[config.mk]
export PLATFORM = sky130hd
export DESIGN_NAME = pic_ram_wr
export DESIGN_NICKNAME = d
export VERILOG_FILES = /design/src/rtl/pic_wr_pkg.sv /design/src/rtl/pic_wr_gap_timer.sv /design/src/rtl/pic_ram_wr.sv
export SDC_FILE = /design/constraint.sdc
export NUM_CORES = 1
export LEC_CHECK = 0
export CAP_MARGIN = 10
export CORE_ASPECT_RATIO = 0.5
export CORE_MARGIN = 5
export CORE_UTILIZATION = 29
export CTS_BUF_LIST = sky130_fd_sc_hd__clkbuf_8
export DETAILED_ROUTE_END_ITERATION = 6
export DONT_BUFFER_PORTS = 1
export PLACE_DENSITY_LB_ADDON = 0.12
export SYNTH_ARGS = -nofsm -noshare
export SYNTH_HDL_FRONTEND = slang
export SYNTH_HIERARCHICAL = 1
export SYNTH_SLANG_ARGS = --single-unit
[constraint.sdc]
create_clock -name vga_clk -period 2.63 [get_ports vga_clk]
set_clock_uncertainty 0.2 [all_clocks]
set_input_delay 0.3945 -clock vga_clk [delete_from_list [all_inputs] [get_ports vga_clk]]
set_output_delay 0.3945 -clock vga_clk [all_outputs]
set_load 0.02 [all_outputs]
[src/rtl/pic_wr_pkg.sv]
// Shared types and default sizing for the picture-RAM write path.
package pic_wr_pkg;

  localparam int unsigned PIC_SIZE    = 10000;
  localparam int unsigned ADDR_W      = 14;
  localparam int unsigned TIMEOUT_CYC = 25000;

  typedef enum logic {
    S_HI = 1'b0,
    S_LO = 1'b1
  } state_e;

endpackage

[src/rtl/pic_wr_gap_timer.sv]
// Counts cycles since the last byte strobe and saturates at TIMEOUT_CYC-1.
// Used only when PIC_WR_TIMEOUT_EN is defined.
module pic_wr_gap_timer #(
  parameter int unsigned TIMEOUT_CYC = 25000
) (
  input  logic clk,
  input  logic rst_n,
  input  logic clr,
  output logic expired
);

  localparam int unsigned CNT_W = $clog2(TIMEOUT_CYC + 1);
  localparam logic [CNT_W-1:0] LAST = CNT_W'(TIMEOUT_CYC - 1);

  logic [CNT_W-1:0] cnt_q, cnt_d;
  logic             expired_q;

  always_comb begin
    cnt_d = cnt_q;
    if (clr) begin
      cnt_d = '0;
    end else if (cnt_q != LAST) begin
      cnt_d = cnt_q + CNT_W'(1);
    end
  end

  // expired is registered alongside the count so it always equals (cnt_q == LAST)
  always_ff @(posedge clk or negedge rst_n) begin
    if (!rst_n) begin
      cnt_q     <= '0;
      expired_q <= 1'b0;
    end else begin
      cnt_q     <= cnt_d;
      expired_q <= (cnt_d == LAST);
    end
  end

  assign expired = expired_q;

endmodule

[src/rtl/pic_ram_wr.sv]
// Assembles RGB565 pixels from a byte stream and writes them to the picture RAM.
// Optional inter-byte timeout resync is enabled by defining PIC_WR_TIMEOUT_EN.
module pic_ram_wr #(
  parameter int unsigned PIC_SIZE    = pic_wr_pkg::PIC_SIZE,
  parameter int unsigned ADDR_W      = pic_wr_pkg::ADDR_W,
  parameter int unsigned TIMEOUT_CYC = pic_wr_pkg::TIMEOUT_CYC
) (
  input  logic              vga_clk,
  input  logic              sys_rst_n,
  input  logic [7:0]        rx_data,
  input  logic              rx_flag,
  output logic              wr_en,
  output logic [ADDR_W-1:0] wr_addr,
  output logic [15:0]       wr_data,
  output logic              frame_done,
  output logic              busy,
  output logic              err
);

  import pic_wr_pkg::state_e;
  import pic_wr_pkg::S_HI;
  import pic_wr_pkg::S_LO;

  localparam logic [ADDR_W-1:0] LAST_ADDR = ADDR_W'(PIC_SIZE - 1);

  if (TIMEOUT_CYC < 2 || PIC_SIZE < 1 || PIC_SIZE > (2 ** ADDR_W)) begin : g_param_check
    $error("pic_ram_wr: illegal PIC_SIZE/ADDR_W/TIMEOUT_CYC");
  end

  state_e            state_q, state_d;
  logic [7:0]        hi_q, hi_d;
  logic [ADDR_W-1:0] cnt_q, cnt_d;
  logic              wr_en_q, wr_en_d;
  logic [ADDR_W-1:0] wr_addr_q, wr_addr_d;
  logic [15:0]       wr_data_q, wr_data_d;
  logic              frame_done_q, frame_done_d;
  logic              busy_q, busy_d;
  logic              err_q, err_d;
  logic              expire_c;

`ifdef PIC_WR_TIMEOUT_EN
  logic gap_expired;

  pic_wr_gap_timer #(
    .TIMEOUT_CYC (TIMEOUT_CYC)
  ) u_gap_timer (
    .clk     (vga_clk),
    .rst_n   (sys_rst_n),
    .clr     (rx_flag),
    .expired (gap_expired)
  );

  // A strobe in the expiry cycle takes priority over the resync
  assign expire_c = gap_expired && busy_q && !rx_flag;
`else
  assign expire_c = 1'b0;
`endif

  always_comb begin
    state_d      = state_q;
    hi_d         = hi_q;
    cnt_d        = cnt_q;
    wr_en_d      = 1'b0;
    wr_addr_d    = wr_addr_q;
    wr_data_d    = wr_data_q;
    frame_done_d = 1'b0;
    err_d        = 1'b0;

    if (rx_flag) begin
      case (state_q)
        S_HI: begin
          hi_d    = rx_data;
          state_d = S_LO;
        end
        default: begin
          state_d      = S_HI;
          wr_en_d      = 1'b1;
          wr_addr_d    = cnt_q;
          wr_data_d    = {hi_q, rx_data};
          frame_done_d = (cnt_q == LAST_ADDR);
          cnt_d        = (cnt_q == LAST_ADDR) ? '0 : cnt_q + ADDR_W'(1);
        end
      endcase
    end else if (expire_c) begin
      state_d = S_HI;
      cnt_d   = '0;
      err_d   = 1'b1;
    end

    busy_d = (state_d == S_LO) || (cnt_d != '0);
  end

  always_ff @(posedge vga_clk or negedge sys_rst_n) begin
    if (!sys_rst_n) begin
      state_q      <= S_HI;
      hi_q         <= 8'h00;
      cnt_q        <= '0;
      wr_en_q      <= 1'b0;
      wr_addr_q    <= '0;
      wr_data_q    <= 16'h0000;
      frame_done_q <= 1'b0;
      busy_q       <= 1'b0;
      err_q        <= 1'b0;
    end else begin
      state_q      <= state_d;
      hi_q         <= hi_d;
      cnt_q        <= cnt_d;
      wr_en_q      <= wr_en_d;
      wr_addr_q    <= wr_addr_d;
      wr_data_q    <= wr_data_d;
      frame_done_q <= frame_done_d;
      busy_q       <= busy_d;
      err_q        <= err_d;
    end
  end

  assign wr_en      = wr_en_q;
  assign wr_addr    = wr_addr_q;
  assign wr_data    = wr_data_q;
  assign frame_done = frame_done_q;
  assign busy       = busy_q;
  assign err        = err_q;

endmodule

==> results by group, run 1 <==
Run status
  • Status: complete, no violations

Synth
  • YS warnings: 6
  • Flops & latches, synth: 56
  • Mean area per synthesized cell: 12.4 um^2
  • Post-synth EDFFs: 0
  • Ys async rst share: 100%
  • Predominant post-synthesis flop cell: dfrtp_1
  • Mapped cell area: 2520 um^2
  • Sequential share of the synthesized area: 55.6%
  • Yosys cell types: 38
  • Cells after synthesis: 203
  • Mapped Nets: 218

CTS
  • CTS clk-pin slew, worst paths: 0.10 ns
  • Post CTS Setup Buffer Count: 0
  • Clk sinks: 56
  • Clk Latency, worst-skew pair: 0.31 ns
  • Bufs on Longest Clock Path: 2
  • Cts hold-fix bufs: 2
  • TritonCTS clock tree: built
  • Num CTS Buffers: 5
  • CTS H-tree lvls: 2
  • Root Buffer: clkbuf_8
  • Post-CTS sizing: 0

Pwr
  • Leak: 1.23 nW
  • Peak supply drop: 0.000423 V
  • Pwr Density: 963 nW/um^2

Floorplanning
  • Die Area: 10800 um^2
  • Die Y: 75.9 um
  • Initial core utilization: 29.3%
  • CORE AREA: 8590 um^2
  • Die extent in x: 142 um
  • # IOs: 45
  • Row count: 24

Placement
  • Placer congestion estimate: 0.803
  • Buffers on Ports: 0
  • Placed insts: 308
  • Hpwl dp: 3610 um

Routing
  • Drt pass-1 iters: 5
  • WL per Instance: 16.3 um
  • DR iter-0 viols: 116
  • Via Count: 1563
  • DRC: 0
  • WL final: 5280 um
  • Routed Antenna Nets: 0
  • Mean number of vias per cell: 4.81

Finish
  • Cell Count, Final, Fillers Out: 325
  • Layout area overhead: 11.5%
  • Share of cells above drive strength 1: 25.5%
  • Final core utilization: 32.7%
  • ANT cells: 0
  • Final net count: 222

Timing
  • Final hold violations: 0
  • RSZ-0062 raised after global routing: no
  • Maximum clock frequency: 427 MHz
  • Min Hold Slack: 0.0217 ns
  • Setup_tns: 0 ns
  • Max-slew violation count: 0
  • Share of the clock period used by the worst path: 89.0%
  • Final min period: 2.34 ns
  • Setup-failing EPs final: 0

Worst setup path
  • Critical Path RT: 2.61 ns
  • WS Path Type: reg2reg
  • FF-to-FF path depth: 6
  • CP Capture Type: flop
  • Arrival time at the worst endpoint: 2.32 ns
  • Startpoint Class: flop
  • FF-to-FF setup slack: 0.29 ns
  • RR Startpoint: cnt_q[0]$_DFF_PN0_
  • Maximum net fanout on the critical path: 10
  • Worst r2r dst: busy$_DFF_PN0_

Global routing
  • Met3 Use GR: 3.96%
  • Met2 Use GR: 14.8%
  • GR Util All Layers: 10.6%
  • Vias in the first global route: 1553
  • Gr busiest metal: met1
  • Largest net degree at the start of global routing: 57
  • First-pass GRT wire length: 9030 um
  • Initial antenna violation count: 0
  • Met1 Track Usage GR: 15.1%
  • GRT overflow: 0

Min path
  • Hold Path Stages: 1
  • Min-Delay Startpoint: rx_data[6]
  • Worst hold path type: in2reg
  • WHS Endpoint: wr_data[6]$_DFFE_PN0P_

Flow run
  • MaxCap Viol Count: 0
==> per-layer routing <==
metal	routed length [um]	share of wire, %
met1	2580	49
met2	2300	44
met3	325	6.2
met4	80	1.5
met5	0	0
==> area by class of cell <==
class	instances	area, um^2
Sequential cell	56	1400
Clock inverter	2	11.3
Multi-Input combinational cell	129	1030
Tap cell	117	146
Inverter	3	11.3
Timing Repair Buffer	12	130
Clock buffer	6	82.6
Fill cell	887	5780
==> cells in the final DEF, fill, tap and decap left out, drive strengths merged, types with 2 or more instances in the layout <==
master	instances
nand3	10
nor4b	2
and2	3
or4	2
o21ai	6
xor2	7
inv	4
nor3	3
nor2	10
a211o	2
nand4	6
dfrtp	56
nand4b	2
dlygate4sd3	8
clkbuf	6
mux2	38
nor4	2
ha	4
xnor2	4
and4	3
buf	4
nand2	15
==> critical path, cell delays in order, from the launching register on <==
cell and delay (ns):
dfrtp_1 0.54, ha_1 0.32, nand3_1 0.12, xnor2_1 0.18
or4bb_1 0.52, nor4_1 0.22, a31oi_1 0.11
==> Yosys cell counts, drive strengths merged (2+ instances only) <==
cell type   n  share of area, %
dfrtp      56                56
mux2       38                17
nand2      15               2.2
nand3      10               2.0
nor2       10               1.5
clkbuf      9               1.5
xor2        7               2.4
buf         6               1.6
nand4       6               2.1
o21ai       6               1.2
ha          4               2.0
xnor2       4               1.4
and2        3              0.74
and4        3               1.1
inv         3              0.45
nor3        3              0.60
a211o       2              0.70
nand4b      2              0.70
nor4        2              0.50
nor4b       2              0.70
or4         2              0.74
==> how the worst max path moves through the flow <==
stage / start / end / slack, ns / cells after the start
finish: cnt_q[0]$_DFF_PN0_ / busy$_DFF_PN0_ / 0.29 / 6
global route: cnt_q[0]$_DFF_PN0_ / busy$_DFF_PN0_ / 0.09 / 6
CTS: cnt_q[0]$_DFF_PN0_ / busy$_DFF_PN0_ / 0.31 / 6
detailed placement: cnt_q[0]$_DFF_PN0_ / busy$_DFF_PN0_ / 0.34 / 6
global placement: cnt_q[0]$_DFF_PN0_ / busy$_DFF_PN0_ / 0.32 / 6
floorplan: cnt_q[0]$_DFF_PN0_ / busy$_DFF_PN0_ / 0.66 / 6
==> cells by family (layout without fill, tap and decap cells) <==
group / count (synthesis) / in the layout / synth area share (%)
xor gates and xnor gates: 11 / 11 / 3.82
buffers and inverters: 18 / 23 / 3.62
DFF: 56 / 56 / 55.6
AOI/OAI and AO/OA: 11 / 11 / 2.88
muxes: 39 / 39 / 17.4
adders and majority gates: 4 / 4 / 1.99
and+or+nand+nor: 63 / 63 / 14.5
other: 1 / 1 / 0.149
==> state kept, by name, indices dropped and copies added, names as in the netlist <==
signal      count
hi_q            8
wr_data        16
wr_addr        14
wr_en           1
frame_done      1
busy            1
state_q         1
cnt_q          14
==> report_power, final <==
part           internal [mW]  total (mW)  switching [mW]
registers               1.13        1.59           0.456
logic                  0.357       0.623           0.266
clock network          0.211       0.494           0.283
==> per-stage QoR <==
stage	setup slack (ns)	area (um^2)	power, mW
3_5_place_dp	0.343	2610	2.22
2_1_floorplan	0.662	2520	2.05
5_1_grt	0.0904	2810	2.91
6_report	0.288	2810	2.71
3_3_place_gp	0.323	2610	2.21
4_1_cts	0.306	2740	2.77
Power figures use the tool's default switching activity.
==> inputs of run 2 (changes only) <==
- PLACE_DENSITY: not set -> 0.4
- PLACE_DENSITY_LB_ADDON: 0.12 -> not set
- SLEW_MARGIN: not set -> 5
==> results by group, run 2 (synthesized netlist as in run 1, its figures left out) <==
Run status
  • Status: complete, no violations

CTS
  • Root Buffer: clkbuf_8
  • Post CTS Setup Buffer Count: 0
  • CTS clk-pin slew, worst paths: 0.10 ns
  • Clk sinks: 56
  • TritonCTS clock tree: built
  • Num CTS Buffers: 5
  • CTS H-tree lvls: 2
  • Clk Latency, worst-skew pair: 0.31 ns
  • Bufs on Longest Clock Path: 2

Placement
  • Hpwl dp: 3720 um
  • Pre-CTS WS: 0.336 ns
  • Buffers on Ports: 0
  • Placed insts: 310
  • DP Area: 2620 um^2
  • Placer congestion estimate: 0.825

Flow run
  • MaxCap Viol Count: 0

Finish
  • Final core utilization: 32.9%
  • Cell Count, Final, Fillers Out: 326
  • Share of cells above drive strength 1: 26.3%
  • ANT cells: 0
  • Max reg flops: 16
  • Final net count: 223
  • Commonest non-fill, non-tap cell in the layout: dfrtp_1
  • Final non-filler cell area: 2830 um^2
  • Layout area overhead: 12.3%
  • Most frequent cells in the layout: dfrtp_1 (56), mux2_2 (38), nand2_1 (15)

Timing
  • Actual slew at the worst max-slew pin: 0.497 ns
  • Final hold violations: 0
  • Min Hold Slack: 0.0236 ns
  • Setup_tns: 0 ns
  • Final min period: 2.33 ns
  • Max_slew headroom: 66.5%
  • Maximum clock frequency: 429 MHz
  • Share of the clock period used by the worst path: 88.6%
  • Max-slew violation count: 0
  • RSZ-0062 raised after global routing: no
  • Post-route setup slack: 0.301 ns
  • Setup-failing EPs final: 0

Floorplanning
  • CORE AREA: 8590 um^2
  • Die Y: 75.9 um
  • # IOs: 45
  • Initial core utilization: 29.3%
  • Die Area: 10800 um^2
  • Row count: 24
  • Die extent in x: 142 um

Routing
  • Mean number of vias per cell: 4.70
  • WL per Instance: 16.2 um
  • WL final: 5300 um
  • DR iter-0 viols: 61
  • Drt pass-1 iters: 4
  • DRC: 0
  • Routed Antenna Nets: 0
  • Via Count: 1532

Worst setup path
  • Maximum net fanout on the critical path: 8
  • Slowest-stage cell, CP: dfrtp_1
  • WS Path Type: reg2reg
  • Startpoint Class: flop
  • Cell Chain, Critical Path: nand4_4 > or4_4 > mux2i_1 > nor4bb_1 > a31oi_1
  • Arrival time at the worst endpoint: 2.31 ns
  • Critical Path RT: 2.61 ns
  • Worst path bufs/invs: 0
  • CP Capture Type: flop
  • Top delay family on crit path: simple AND/OR/NAND/NOR gates
  • CP max stage delay: 0.57 ns

Pwr
  • Peak supply drop: 0.000350 V
  • Design Power: 2.78 mW
  • Leak: 1.25 nW
  • Pwr Density: 982 nW/um^2

Global routing
  • Vias in the first global route: 1572
  • First-pass GRT wire length: 9050 um
  • Largest net degree at the start of global routing: 57
  • GRT overflow: 0
  • Initial antenna violation count: 0
  • GR Util All Layers: 10.6%

Min path
  • Worst hold path type: in2reg
==> run 2: worst register-to-register path, delay by kind of cell, from the launching register on <==
kind / cells / cell delay, ns
mux: 1 / 0.17
simple gates: 3 / 1.10
flops: 1 / 0.57
compound gates: 1 / 0.16
==> run 2: timing repair <==
action | CTS | global route
hold buffers | 2 | 6
endpoints found under the hold margin | 56 | 10
gates resized for setup | 0 | 0
==> run 2: path summary, 6_finish.rpt <==
path	end	slack, ns	start	depth (start not counted)
setup / recovery	busy$_DFF_PN0_	0.30	cnt_q[3]$_DFF_PN0_	5
hold / removal	wr_data[6]$_DFFE_PN0P_	0.02	rx_data[6]	1
setup reg to reg	busy$_DFF_PN0_	0.30	cnt_q[3]$_DFF_PN0_	5
hold reg to reg	hi_q[4]$_DFFE_PN0P_	0.31	hi_q[4]$_DFFE_PN0P_	1
max in group asynchronous	cnt_q[13]$_DFF_PN0_	1.60	sys_rst_n	2
min in group asynchronous	wr_data[11]$_DFFE_PN0P_	0.38	sys_rst_n	2
==> run 2: power by group <==
| group | internal, mW | switching (mW) |
|---|---|---|
| logic | 0.355 | 0.265 |
| clock network | 0.279 | 0.284 |
| registers | 1.13 | 0.461 |
==> run 2: layer usage <==
layer | vias to the layer above | part of all wire, % | routed length, um | global-route usage [%]
met5 | - | 0 | 0 | 0
met4 | 0 | 1.4 | 76 | 3.16
met3 | 7 | 6.6 | 347 | 4.09
met2 | 36 | 45 | 2360 | 15.5
met1 | 768 | 47 | 2510 | 14.6
li1 | 721 | - | - | -
==> run 2: layout make-up <==
cell class | count | area (um^2)
sequential | 56 | 1400
timing repair buffer | 13 | 135
multi-input combinational | 129 | 1030
clock inverter | 3 | 38.8
inverter | 3 | 11.3
tap | 117 | 146
fill | 899 | 5760
clock buffer | 5 | 68.8
==> inputs of run 3 (changes only) <==
- RECOVER_POWER: not set -> 25
==> results by group, run 3 (synthesized netlist as in run 1, its figures left out) <==
Run status
  • Status: complete, no violations

Pwr
  • Peak supply drop: 0.000350 V
  • Pwr Density: 989 nW/um^2
  • Leak: 1.24 nW
  • Design Power: 2.77 mW

Timing
  • Min Hold Slack: 0.0235 ns
  • Max_slew headroom: 6.98%
  • Share of the clock period used by the worst path: 88.6%
  • RSZ-0062 raised after global routing: no
  • Actual slew at the worst max-slew pin: 1.40 ns
  • Setup-failing EPs final: 0
  • Final hold violations: 0
  • Post-route setup slack: 0.301 ns
  • Final min period: 2.33 ns
  • Max-slew violation count: 0
  • Maximum clock frequency: 429 MHz
  • Setup_tns: 0 ns

CTS
  • TritonCTS clock tree: built
  • Cts hold-fix bufs: 2
  • Clk Latency, worst-skew pair: 0.31 ns
  • CTS H-tree lvls: 2
  • Post CTS Setup Buffer Count: 0
  • Root Buffer: clkbuf_8
  • Post-CTS sizing: 0
  • Clk sinks: 56
  • Num CTS Buffers: 5
  • CTS clk-pin slew, worst paths: 0.10 ns
  • Bufs on Longest Clock Path: 2

Floorplanning
  • Row count: 24
  • CORE AREA: 8590 um^2
  • Die Area: 10800 um^2
  • Die extent in x: 142 um
  • Initial core utilization: 29.3%
  • # IOs: 45
  • Die Y: 75.9 um

Placement
  • Pre-CTS WS: 0.336 ns
  • Placed insts: 310
  • Placer congestion estimate: 0.825
  • DP Area: 2620 um^2
  • Hpwl dp: 3720 um
  • Buffers on Ports: 0

Finish
  • Final core utilization: 32.7%
  • Share of cells above drive strength 1: 26.3%
  • Final non-filler cell area: 2810 um^2
  • Final net count: 223
  • ANT cells: 0
  • Max reg flops: 16
  • Fillers: 902
  • Commonest non-fill, non-tap cell in the layout: dfrtp_1
  • Layout area overhead: 11.4%
  • Cell Count, Final, Fillers Out: 326
  • Most frequent cells in the layout: dfrtp_1 (56), mux2_2 (38), nand2_1 (15)

Worst setup path
  • Critical Path RT: 2.61 ns
  • Top delay family on crit path: simple AND/OR/NAND/NOR gates
  • Worst path bufs/invs: 0
  • WS Path Type: reg2reg
  • Worst setup path start: cnt_q[3]$_DFF_PN0_
  • RR Startpoint: cnt_q[3]$_DFF_PN0_
  • Cell Chain, Critical Path: nand4_4 > or4_4 > mux2i_1 > nor4bb_1 > a31oi_1
  • CP Capture Type: flop
  • Startpoint Class: flop
  • Arrival time at the worst endpoint: 2.31 ns
  • Maximum net fanout on the critical path: 8
  • Slowest-stage cell, CP: dfrtp_1
  • CP max stage delay: 0.57 ns

Routing
  • WL per Instance: 16.3 um
  • WL final: 5300 um
  • DR iter-0 viols: 61
  • Drt pass-1 iters: 4
  • Mean number of vias per cell: 4.73
  • DRC: 0
  • Via Count: 1541
  • Routed Antenna Nets: 0

Global routing
  • Vias in the first global route: 1572
  • Largest net degree at the start of global routing: 57
  • GRT overflow: 0
  • GR Util All Layers: 10.6%
  • Initial antenna violation count: 0
  • First-pass GRT wire length: 9050 um

Flow run
  • MaxCap Viol Count: 0

Min path
  • Min-Delay Startpoint: rx_data[6]
  • Worst hold path type: in2reg
[run 3: final timing paths]
check                      cells past startpoint  slack (ns)                       to
max in group asynchronous                      2        0.67      cnt_q[13]$_DFF_PN0_
min in group asynchronous                      2        0.73  wr_data[11]$_DFFE_PN0P_
max reg2reg                                    5        0.30           busy$_DFF_PN0_
max                                            5        0.30           busy$_DFF_PN0_
min reg2reg                                    1        0.31      hi_q[4]$_DFFE_PN0P_
min                                            1        0.02   wr_data[6]$_DFFE_PN0P_
[run 3: power breakdown]
group	switching (mW)	leakage, nW	internal (mW)
combinational	0.265	0.470	0.351
clock	0.284	0.0593	0.279
sequential	0.461	0.707	1.13
total	1.01	1.24	1.76
[run 3: final cells by class]
cell class	count	area, um^2	share of cell area (%)
clock buffer	5	68.8	2.45
clock inverter	3	38.8	1.38
inverter	3	11.3	0.401
multi-input combinational	129	1030	36.6
sequential	56	1400	49.9
tap	117	146	5.22
timing repair buffer	13	113	4.01
[run 3: per-layer routing]
| layer | vias to the layer above | track usage, % | wire length [um] |
|---|---|---|---|
| met2 | 38 | 15.5 | 2360 |
| met3 | 7 | 4.09 | 350 |
| li1 | 722 | - | - |
| met5 | - | 0 | 0 |
| met1 | 774 | 14.6 | 2510 |
| met4 | 0 | 3.16 | 76 |
